**src/rtl/sync_split2_d_pkg.sv**
```systemverilog
// Shared types for the sync_split2_d two-way data split.
package sync_split2_d_pkg;

  typedef enum logic [2:0] {
    StIdle,
    StLoad,
    StDrive,
    StWait,
    StFree
  } state_e;

  localparam int unsigned SyncDepth = 2;

endpackage

```
**src/rtl/sync_pulse_det.sv**
```systemverilog
// Two-flop synchronizer followed by a rising-edge detector; one-cycle pulse per input rise.
module sync_pulse_det
  import sync_split2_d_pkg::*;
(
  input  logic clk,
  input  logic rst,
  input  logic din,
  output logic pulse
);

  logic [SyncDepth-1:0] sync_q;
  logic                 last_q;

  always_ff @(posedge clk) begin
    if (rst) begin
      sync_q <= '0;
      last_q <= 1'b0;
    end else begin
      sync_q <= {sync_q[SyncDepth-2:0], din};
      last_q <= sync_q[SyncDepth-1];
    end
  end

  assign pulse = sync_q[SyncDepth-1] & ~last_q;

endmodule

```
**src/rtl/sync_split2_d.sv**
```systemverilog
// Two-way drive/free data split: captures one word, routes it to the port picked by i_data[SEL_BIT].
// Optional input synchronizers are enabled with `define SPLIT2_IN_SYNC_EN.
module sync_split2_d
  import sync_split2_d_pkg::*;
#(
  parameter int unsigned DATA_WIDTH = 128,
  parameter int unsigned SEL_BIT    = 0,
  parameter int unsigned CNT_WIDTH  = 16
) (
  input  logic                  clk,
  input  logic                  rst,
  input  logic                  i_drive,
  input  logic [DATA_WIDTH-1:0] i_data,
  output logic                  o_free,
  output logic                  o_drive0,
  output logic                  o_drive1,
  output logic [DATA_WIDTH-1:0] o_data0,
  output logic [DATA_WIDTH-1:0] o_data1,
  input  logic                  i_free0,
  input  logic                  i_free1,
  output logic                  o_busy,
  output logic                  o_ovf,
  output logic [CNT_WIDTH-1:0]  o_cnt0,
  output logic [CNT_WIDTH-1:0]  o_cnt1
);

  logic drive_ev;
  logic free0_ev;
  logic free1_ev;

`ifdef SPLIT2_IN_SYNC_EN
  sync_pulse_det u_sync_drive (
    .clk  (clk),
    .rst  (rst),
    .din  (i_drive),
    .pulse(drive_ev)
  );

  sync_pulse_det u_sync_free0 (
    .clk  (clk),
    .rst  (rst),
    .din  (i_free0),
    .pulse(free0_ev)
  );

  sync_pulse_det u_sync_free1 (
    .clk  (clk),
    .rst  (rst),
    .din  (i_free1),
    .pulse(free1_ev)
  );
`else
  assign drive_ev = i_drive;
  assign free0_ev = i_free0;
  assign free1_ev = i_free1;
`endif

  state_e                state;
  logic [DATA_WIDTH-1:0] cap;
  logic                  sel;
  logic                  free_sel;

  // Only the selected port's free can end the wait.
  assign free_sel = sel ? free1_ev : free0_ev;

  always_ff @(posedge clk) begin
    if (rst) begin
      state    <= StIdle;
      cap      <= '0;
      sel      <= 1'b0;
      o_data0  <= '0;
      o_data1  <= '0;
      o_drive0 <= 1'b0;
      o_drive1 <= 1'b0;
      o_free   <= 1'b0;
      o_busy   <= 1'b0;
      o_ovf    <= 1'b0;
      o_cnt0   <= '0;
      o_cnt1   <= '0;
    end else begin
      o_drive0 <= 1'b0;
      o_drive1 <= 1'b0;
      o_free   <= 1'b0;
      // o_busy tracks LOAD/DRIVE/WAIT, so it doubles as the overrun qualifier.
      if (drive_ev && o_busy) begin
        o_ovf <= 1'b1;
      end
      case (state)
        StIdle: begin
          if (drive_ev) begin
            cap    <= i_data;
            sel    <= i_data[SEL_BIT];
            o_busy <= 1'b1;
            state  <= StLoad;
          end
        end
        StLoad: begin
          if (sel) begin
            o_data1 <= cap;
          end else begin
            o_data0 <= cap;
          end
          state <= StDrive;
        end
        StDrive: begin
          if (sel) begin
            o_drive1 <= 1'b1;
          end else begin
            o_drive0 <= 1'b1;
          end
          state <= StWait;
        end
        StWait: begin
          if (free_sel) begin
            o_busy <= 1'b0;
            state  <= StFree;
          end
        end
        StFree: begin
          o_free <= 1'b1;
          if (sel) begin
            o_cnt1 <= o_cnt1 + CNT_WIDTH'(1);
          end else begin
            o_cnt0 <= o_cnt0 + CNT_WIDTH'(1);
          end
          if (drive_ev) begin
            cap    <= i_data;
            sel    <= i_data[SEL_BIT];
            o_busy <= 1'b1;
            state  <= StLoad;
          end else begin
            state <= StIdle;
          end
        end
        default: state <= StIdle;
      endcase
    end
  end

endmodule

```
**config.mk**
```make
export PLATFORM = sky130hd
export DESIGN_NAME = sync_split2_d
export DESIGN_NICKNAME = d
export VERILOG_FILES = /design/src/rtl/sync_split2_d_pkg.sv /design/src/rtl/sync_pulse_det.sv /design/src/rtl/sync_split2_d.sv
export SDC_FILE = /design/constraint.sdc
export NUM_CORES = 1
export LEC_CHECK = 0
export BUFFER_PORTS_ARGS = -buffer_cell sky130_fd_sc_hd__clkbuf_2
export CAP_MARGIN = 0
export CORE_MARGIN = 4
export CORE_UTILIZATION = 51
export DETAILED_ROUTE_END_ITERATION = 12
export PLACE_DENSITY = 0.79
export SLEW_MARGIN = 20
export SYNTH_ARGS = -nofsm -noshare
export SYNTH_HDL_FRONTEND = slang
export SYNTH_SLANG_ARGS = --single-unit
export TNS_END_PERCENT = 1
```
**constraint.sdc**
```tcl
create_clock -name clk -period 2.9 [get_ports clk]
set_clock_uncertainty 0.1 [all_clocks]
set_input_delay 0.435 -clock clk [delete_from_list [all_inputs] [get_ports clk]]
set_output_delay 0.435 -clock clk [all_outputs]
set_load 0.01 [all_outputs]
```
==> reports/summary.txt <==
Status - finished, final reports clean
Final min period - 2.28 ns
Distinct cell type count after synthesis - 34
Max-slew headroom - 0.521
Area occupied by multi-input gates - 0.00577 mm²
Worst path cell trace - or4b_4 -> or2_1 -> or4_1 -> a21oi_1
Final setup margin - 0.624 ns
GR Util met2 - 0.438
First-pass GRT wire length - 66900 µm
Clk network pwr share - 0.438
Diodes inserted - 0
Netlist Area Pre-Place - 0.0148 mm²
Clock sink count - 424
Post-route cell area - 0.0186 mm²
Simple-gate share of the synthesized area - 0.236
Starting density of the core - 0.516
CP max stage cell - or4b_4
Skew-Pair Late Insertion Delay - 0.52 ns
CP Depth - 4
Routed length per instance - 16.6 µm
Met1 usage - 0.318
Synth Register Bits - 424
Dpl hpwl - 28500 µm
Area of the core - 0.0286 mm²
Sequential share of the synthesized area - 0.575
Worst hold path type - primary input to flop
Part of the cycle the worst path needs - 0.785
Net Count, Synth - 2002
Pre-CTS WS - 0.631 ns
Post-DRT Antenna Nets - 0
Setup violators final - 0
Share of cells above drive strength 1 - 0.233
Post-Layout Cell Count - 2638
CP max stage delay - 0.63 ns
Layout fillers - 2438
CTS clk-pin slew, worst paths - 0.06 ns
Synth Area in Compound Gates - 0.139
Placed cells - 2562
Buf/Inv on CP - 0
Register area - 0.00849 mm²
Height of the die - 178 µm
Grt ovf - 0
Post-detailed-route DRC marker count - 0
Synth Area in XOR/XNOR - 0.0107
Hold_buf cts - 0
Sw frac - 0.236
Synth Warn # - 0
VDD IR-drop max - 0.456 mV
Pre-Repair DR Iteration Count - 5
CP Class - flop to flop
Deepest clock path buffer count - 3
Adder-cell share of the synthesized area - 0.00170
Max_cap viols - 0
TritonCTS buffer count - 43
Vias in the first global route - 12964
Port Buffers - 425
Sequential power share - 0.485
Post-CTS resize count - 0
Peak Freq - 439 MHz
Initial DRC count - 976
Worst slew pin tran - 0.718 ns
Switch Pwr - 0.00301 W
# Post-CTS Setup Buffers - 0
Grt peak-use layer - met2
CP required - 3.24 ns
Final Net Count - 2358
Final Util - 0.651
Post-DP Area - 0.0172 mm²
CP Launch Type - flop
Power Density - 684 mW/mm²
Syn avg cell area - 7.91 µm²
Largest family of logic cells by synthesized area - simple AND/OR/NAND/NOR gates
Area Growth Syn to Fin - 26.3%
Gr usage total - 0.259
Die X - 178 µm
WHS Path Cells - 3
Post-Synthesis Cells - 1867
Vias - 13977
Multiplexer share of the synthesized area - 0.000763
Ports - 426
Initial antenna violation count - 1
CP max FO - 12
Slew Viols, Final - 0
Post-Route WL - 43700 µm
Routability-driven placement congestion ratio - 0.861
Gate power share - 0.077
Via density per instance - 5.30
Worst r2r path cells - 4
Commonest non-fill, non-tap cell in the layout - nand2_1
Leak - 7.49 nW
Critical path endpoint category - flop
Largest delay share family, worst path - simple AND/OR/NAND/NOR gates
Crit path DAT - 2.62 ns
Hold Violations, Final - 0
Internal - 0.00973 W
RSZ-0062 raised after global routing - false
Post-route setup TNS - 0 ns
Clk root buf - clkbuf_16
Largest net degree at the start of global routing - 91
Row count - 62
Commonest cells after routing, fill and taps aside - nand2_1, dfxtp_1, clkbuf_2, a21oi_1, clkbuf_16
CTS H-tree depth - 2
Met3 Use GR - 0.0627
CTS tree - built
Die Footprint - 0.0317 mm²
worst min-delay path, cell delays in order:
cell and delay, ns:
clkbuf_2 0.08, nand2_1 0.04, a21oi_1 0.05
cell families after synthesis:
group | Yosys count
AOI/OAI and AO/OA | 409
xor gates and xnor gates | 18
adders and majority gates | 2
buffers and inverters | 138
DFF | 424
muxes | 1
and+or+nand+nor | 875
routing by layer:
layer	routed length, µm	up-vias
met4	1800	2
met2	21200	589
met5	12	-
met1	16800	6514
met3	3780	116
li1	-	6756
worst paths after layout:
check / end / slack, ns / from
hold / removal: cap[82] / 0.03 / i_data[82]
setup / recovery: o_cnt0[15] / 0.62 / cap[0]
hold reg to reg: o_data0[84] / 0.35 / o_data0[84]
setup reg to reg: o_cnt0[15] / 0.62 / cap[0]
synthesized netlist by cell type, drive strengths merged:
cell	n	area (µm²)
nor4	2	12.5
mux2	1	11.3
and2	4	25.0
nor3b	2	15.0
nor2	27	101
nor2b	2	12.5
a21oi	398	1990
nor4b	3	41.3
inv	1	3.75
xor2	12	105
or2	2	12.5
buf	10	56.3
and3	5	31.3
nor3	4	20.0
nand2b	1	6.26
or3	7	43.8
or4	4	30.0
xnor2	6	52.6
and4bb	1	12.5
clkbuf	127	477
or4bb	1	11.3
dfxtp	424	8490
nand2	785	2950
nand4	7	43.8
nand3	12	60.1
and4	5	43.8
o31ai	4	30.0
ha	2	25.0
or4b	1	13.8
o21ai	7	35.0
registers in the layout, indices dropped and copies added (netlist names), 3 cells and up:
register / cells
cap: 128
o_cnt0: 16
o_cnt1: 16
o_data0: 128
o_data1: 128
state: 3
metrics by stage:
step | total power, W | hold slack [ns]
floorplan | 0.00685 | 0.345
global placement | 0.00725 | 0.341
detailed placement | 0.00728 | 0.345
CTS | 0.0128 | 0.00549
global route | 0.0132 | 0.0144
finish | 0.0127 | 0.0268
layout make-up:
class / count / share of cell area
inverters: 1 / 0.000201
clock buffers: 63 / 0.0683
repair buffers: 448 / 0.132
multi-input cells: 1305 / 0.309
flip-flops and latches: 424 / 0.455
well taps: 384 / 0.0258
clock inverters: 13 / 0.00899
power groups by stage:
| stage | clock network (W) | registers, W | logic (W) |
|---|---|---|---|
| floorplan | 0 | 0.00628 | 0.000564 |
| global placement | 0 | 0.00629 | 0.000960 |
| detailed placement | 0 | 0.00630 | 0.000973 |
| CTS | 0.00566 | 0.00618 | 0.000979 |
| global route | 0.00589 | 0.00620 | 0.00107 |
| finish | 0.00559 | 0.00618 | 0.000980 |
Note: power is estimated with default switching activity, not from simulation.
